<file path="src/rtl/sync_fifo.sv">
// sync_fifo: single-clock FIFO with occupancy count, full/almost-full/empty flags and sticky overflow/underflow.
//
// Parameters:
//   DATASIZE     data word width in bits
//   ADDRSIZE     address bits, DEPTH = 2**ADDRSIZE entries
//   AFULL_THRESH almost-full occupancy threshold (1..DEPTH)
// Ports:
//   clk          rising-edge clock
//   rst_n        asynchronous active-low reset
//   winc, wdata  write request and data
//   rinc         read request (pop in first-word-fall-through mode)
//   rdata        registered read data
//   wfull        FIFO full
//   walmost_full occupancy >= AFULL_THRESH
//   rempty       no word presentable
//   count        occupancy 0..DEPTH
//   overflow     sticky: write attempted while full
//   underflow    sticky: read attempted while empty
// Configuration:
//   SYNC_FIFO_FWFT_EN  when defined, rdata shows the head word whenever rempty=0;
//                      otherwise rdata loads on the edge a read is accepted.
module sync_fifo #(
    parameter int DATASIZE     = 8,
    parameter int ADDRSIZE     = 4,
    parameter int AFULL_THRESH = 12
) (
    input  logic                clk,
    input  logic                rst_n,
    input  logic                winc,
    input  logic [DATASIZE-1:0] wdata,
    input  logic                rinc,
    output logic [DATASIZE-1:0] rdata,
    output logic                wfull,
    output logic                walmost_full,
    output logic                rempty,
    output logic [ADDRSIZE:0]   count,
    output logic                overflow,
    output logic                underflow
);
    localparam int DEPTH = 1 << ADDRSIZE;
    localparam int PW    = ADDRSIZE + 1;

    logic [DATASIZE-1:0] mem_q [DEPTH];
    logic [ADDRSIZE:0]   wptr_q, wptr_d, rptr_q, rptr_d, count_q, count_d;
    logic [DATASIZE-1:0] rdata_q, rdata_d;
    logic                wfull_q, wfull_d, rempty_q, rempty_d, afull_q, afull_d;
    logic                overflow_q, overflow_d, underflow_q, underflow_d;
    logic                wr_en, rd_en;

    always_comb begin
        wr_en       = winc & ~wfull_q;
        rd_en       = rinc & ~rempty_q;
        wptr_d      = wptr_q + PW'(wr_en);
        rptr_d      = rptr_q + PW'(rd_en);
        count_d     = count_q + PW'(wr_en) - PW'(rd_en);
        wfull_d     = count_d == PW'(DEPTH);
        rempty_d    = count_d == '0;
        afull_d     = 32'(count_d) >= AFULL_THRESH;
        overflow_d  = overflow_q | (winc & wfull_q);
        underflow_d = underflow_q | (rinc & rempty_q);
`ifdef SYNC_FIFO_FWFT_EN
        // Preload the next head; when the word being written becomes the head
        // it is not in memory yet, so forward it straight from wdata.
        rdata_d = rempty_d ? rdata_q :
                  (wr_en && wptr_q == rptr_d) ? wdata : mem_q[rptr_d[ADDRSIZE-1:0]];
`else
        rdata_d = rd_en ? mem_q[rptr_q[ADDRSIZE-1:0]] : rdata_q;
`endif
    end

    // Storage is intentionally not reset.
    always_ff @(posedge clk) begin
        if (wr_en) mem_q[wptr_q[ADDRSIZE-1:0]] <= wdata;
    end

    always_ff @(posedge clk or negedge rst_n) begin
        if (!rst_n) begin
            wptr_q      <= '0;
            rptr_q      <= '0;
            count_q     <= '0;
            rdata_q     <= '0;
            wfull_q     <= 1'b0;
            rempty_q    <= 1'b1;
            afull_q     <= 1'b0;
            overflow_q  <= 1'b0;
            underflow_q <= 1'b0;
        end else begin
            wptr_q      <= wptr_d;
            rptr_q      <= rptr_d;
            count_q     <= count_d;
            rdata_q     <= rdata_d;
            wfull_q     <= wfull_d;
            rempty_q    <= rempty_d;
            afull_q     <= afull_d;
            overflow_q  <= overflow_d;
            underflow_q <= underflow_d;
        end
    end

    assign rdata        = rdata_q;
    assign wfull        = wfull_q;
    assign walmost_full = afull_q;
    assign rempty       = rempty_q;
    assign count        = count_q;
    assign overflow     = overflow_q;
    assign underflow    = underflow_q;
endmodule

</file>
<file path="config.mk">
export PLATFORM = sky130hd
export DESIGN_NAME = sync_fifo
export DESIGN_NICKNAME = d
export VERILOG_FILES = /design/src/rtl/sync_fifo.sv
export SDC_FILE = /design/constraint.sdc
export NUM_CORES = 1
export LEC_CHECK = 0
export CAP_MARGIN = 20
export CORE_MARGIN = 2
export CORE_UTILIZATION = 45
export CTS_CLUSTER_SIZE = 16
export DETAILED_ROUTE_END_ITERATION = 8
export GPL_TIMING_DRIVEN = 0
export PLACE_DENSITY_LB_ADDON = 0.1
export REMOVE_ABC_BUFFERS = 1
export SYNTH_ARGS = -nofsm -noshare
export SYNTH_HDL_FRONTEND = slang
export SYNTH_SLANG_ARGS = --single-unit
export TNS_END_PERCENT = 10
</file>
<file path="constraint.sdc">
create_clock -name clk -period 3 [get_ports clk]
set_input_delay 0.45 -clock clk [delete_from_list [all_inputs] [get_ports clk]]
set_output_delay 0.45 -clock clk [all_outputs]
set_load 0.005 [all_outputs]
</file>
==> reports/metrics.yaml <==
internal_power_mw: 4.87
utilization: 0.526
drtAntennaViolNets: 0
drv_slew: 0
die_h_um: 122
grt_pass1_wl_mm: 19.4
clock_sinks: 154
wl_met3_um: 528
viasPerCell: 5.21
worstSetupPathType: "reg -> reg"
syn-cell-area_um2: 6240
ys.flop_type: "edfxtp_1"
die_w_um: 122
synth-async-reset-ratio: 0.169
drt_pre_antenna_iters: 4
critical_path.startpoint: "rempty"
synth_area_leaders: "edfxtp_1 62%, mux2i_1 10%, dfrtp_1 10%, a22oi_1 2.8%, nand3_1 2.1%"
cpMaxStageDelayCell: "dfstp_2"
critPathBufInv: 1
vias: 3232
seq_power_share: 0.421
row_count: 43
n_fill_cell: 1144
cp_common_cell: "nand2_1"
ctsHoldBuffers: 0
routed_wl_mm: 12.5
power_frac_clock: 0.267
timing.fmax_ghz: 0.363
grt_pass1_vias: 3267
end_kind: "flop"
max_slew_margin: 0.404
cp.arrival_ns: 3.07
insertedDiodeCount: 0
clk_latency_ns: 0.41
htreeDepth: 4
post_cts_resized: 0
finalClockSkew_ns: 0.00667
cellPowerDensity_nw_per_um2: 993
io_buffers: 29
cp.depth: 10
gp_congestion: 0.765
syn_avg_cell_area_um2: 16.1
synth_enable_flop_cells: 128
hpwl_mm: 8.09
final_area_um2: 7210
antenna_found_initial: 0
hold_violations: 0
critPathMaxFanout: 10
setup_viol: 0
fin_crit_ns: 2.76
fin_nets: 447
switchingPower_mw: 2.29
synth_seq_cells: 154
die-area_um2: 14800
r2r_setup_slack_ns: 0.24
clk_path_buf_depth: 2
reg2reg_from: "rempty"
p_sw_frac: 0.320
post_drt_wl_per_cell_um: 20.2
synthCells: 388
yosysUniqueCellTypes: 38
wl_met2_mm: 5.86
cts_tree: "built"
yosysTopAreaCell: "edfxtp_1"
start_util: 0.455
status: "finished clean"
drive_gt1_frac: 0.0886
core_um2: 13700
ys_seq_area_frac: 0.720
cp_slowest_stage_delay_ns: 0.55
maxUsedRoutingLayer: "met4"
ios: 30
r2r_cells: 10
power_frac_comb: 0.312
cp_cell_sequence: "nand2b_1, nand2_1, nand2_1, ha_1, inv_1, fa_1, nor2b_1, o21ai_1, and3_1, nor4_2"
cp.required_ns: 3.31
cts_setup_buffers: 0
synth_warnings: 0
peakVddDrop_v: 0.000494
finalSetupTns_ns: 0
hold_path.class: "in -> async"
cts_made_buffers: 17
start_kind: "flop"
drt-met1-wl_mm: 5.86
finalCritPeriodShare: 0.920
cts_root_buf: "clkbuf_16"
rsz0062_at_grt: "no"
placedInstanceArea_um2: 6680
synthToLayoutAreaGrowth_pct: 15.5
clk_pin_slew_ns: 0.06
drcViolationCount: 0
leakagePower_nw: 2.68
drtIter0Drc: 256
grt_max_degree: 46
worstMarginPinSlew_ns: 0.893
critPathTopFamily: "simple AND/OR/NAND/NOR gates"
drv_cap: 0
grtUsageTotal: 0.185
yosys.area.top_type_share: 0.616
grt.overflow.total: 0
-- state kept, by name, summed over array words and instances, names as in the netlist --
signal        cells
overflow          1
rempty            1
walmost_full      1
count             5
wfull             1
wptr_q            4
rdata             8
mem_q           128
rptr_q            4
underflow         1
-- area by class of cell --
| cell class | instances | area [µm²] | area share |
|---|---|---|---|
| multi-input combinational | 206 | 1520 | 0.211 |
| tap | 180 | 225 | 0.0312 |
| clock inverter | 3 | 13.8 | 0.00191 |
| sequential | 154 | 4500 | 0.624 |
| clock buffer | 29 | 520 | 0.0722 |
| inverter | 11 | 41.3 | 0.00573 |
| timing repair buffer | 37 | 389 | 0.0540 |
-- cell usage after synthesis (2+ instances only) --
| cell type | count |
|---|---|
| ha_1 | 7 |
| buf_12 | 2 |
| and2_1 | 2 |
| nand2_1 | 24 |
| nor2b_1 | 4 |
| a21o_1 | 3 |
| nor2_1 | 15 |
| buf_8 | 2 |
| buf_6 | 6 |
| xor2_1 | 4 |
| edfxtp_1 | 128 |
| a21oi_1 | 9 |
| nor3_1 | 4 |
| xnor2_1 | 3 |
| a22oi_1 | 23 |
| dfrtp_1 | 25 |
| buf_2 | 3 |
| nand2b_1 | 4 |
| inv_1 | 11 |
| buf_4 | 3 |
| nand3_1 | 26 |
| mux2i_1 | 64 |
-- layer usage --
layer / global-route usage / vias up
li1: - / 1542
met1: 0.260 / 1603
met2: 0.280 / 67
met3: 0.0426 / 20
met4: 0.0769 / 0
met5: 0 / -
-- worst reg2reg max path: stages (launching register included) --
cell      delay, ns
dfstp_2        0.55
nand2b_1       0.53
nand2_1        0.12
nand2_1        0.10
ha_1           0.16
inv_1          0.05
fa_1           0.40
nor2b_1        0.12
o21ai_1        0.09
and3_1         0.24
nor4_2         0.29
-- cells in the final DEF, fill, tap and decap left out, types with 3 or more instances in the layout --
master | synthesis | final
a21o_1 | 3 | 3
a21oi_1 | 9 | 9
a22oi_1 | 23 | 23
buf_4 | 3 | 3
clkbuf_1 | 0 | 7
clkbuf_16 | 0 | 17
clkbuf_8 | 0 | 5
clkdlybuf4s50_1 | 0 | 29
dfrtp_1 | 25 | 24
edfxtp_1 | 128 | 128
ha_1 | 7 | 7
inv_1 | 11 | 11
mux2i_1 | 64 | 64
nand2_1 | 24 | 24
nand2b_1 | 4 | 4
nand3_1 | 26 | 26
nor2_1 | 15 | 15
nor2b_1 | 4 | 4
nor3_1 | 4 | 4
xnor2_1 | 3 | 3
xor2_1 | 4 | 4
-- power groups by stage --
stage,Clock (mW),Combinational [mW],Sequential (mW)
6_report,1.91,2.23,3.02
5_1_grt,2.02,2.45,3.07
3_5_place_dp,0,2.25,3.06
3_3_place_gp,0,2.11,3.19
4_1_cts,1.94,2.26,3.02
2_1_floorplan,0,1.35,3.10
-- kinds of logic after synthesis --
family / share of synthesized area
muxes: 0.103
AOI/OAI and AO/OA: 0.0433
and+or+nand+nor: 0.0682
adders and majority gates: 0.0172
xor gates and xnor gates: 0.0124
buffers and inverters: 0.0359
DFF: 0.720
-- metrics by stage --
stage	instances	hold slack [ns]	setup WS [ns]	total power [mW]
after detailed placement	588	0.443	-0.153	5.31
after global placement	580	0.439	-1.01	5.30
after floorplan	371	0.154	0.0712	4.45
after global routing	620	0.478	0.0390	7.55
after CTS	620	0.448	0.172	7.22
final	620	0.446	0.241	7.16
-- path summary, 6_finish.rpt --
check | end
setup reg to reg | wfull
min in group clk | underflow
hold / removal | rptr_q[3]
max in group asynchronous | rdata[4]
setup / recovery | wfull
hold reg to reg | underflow
(Power assumes the default switching activity.)
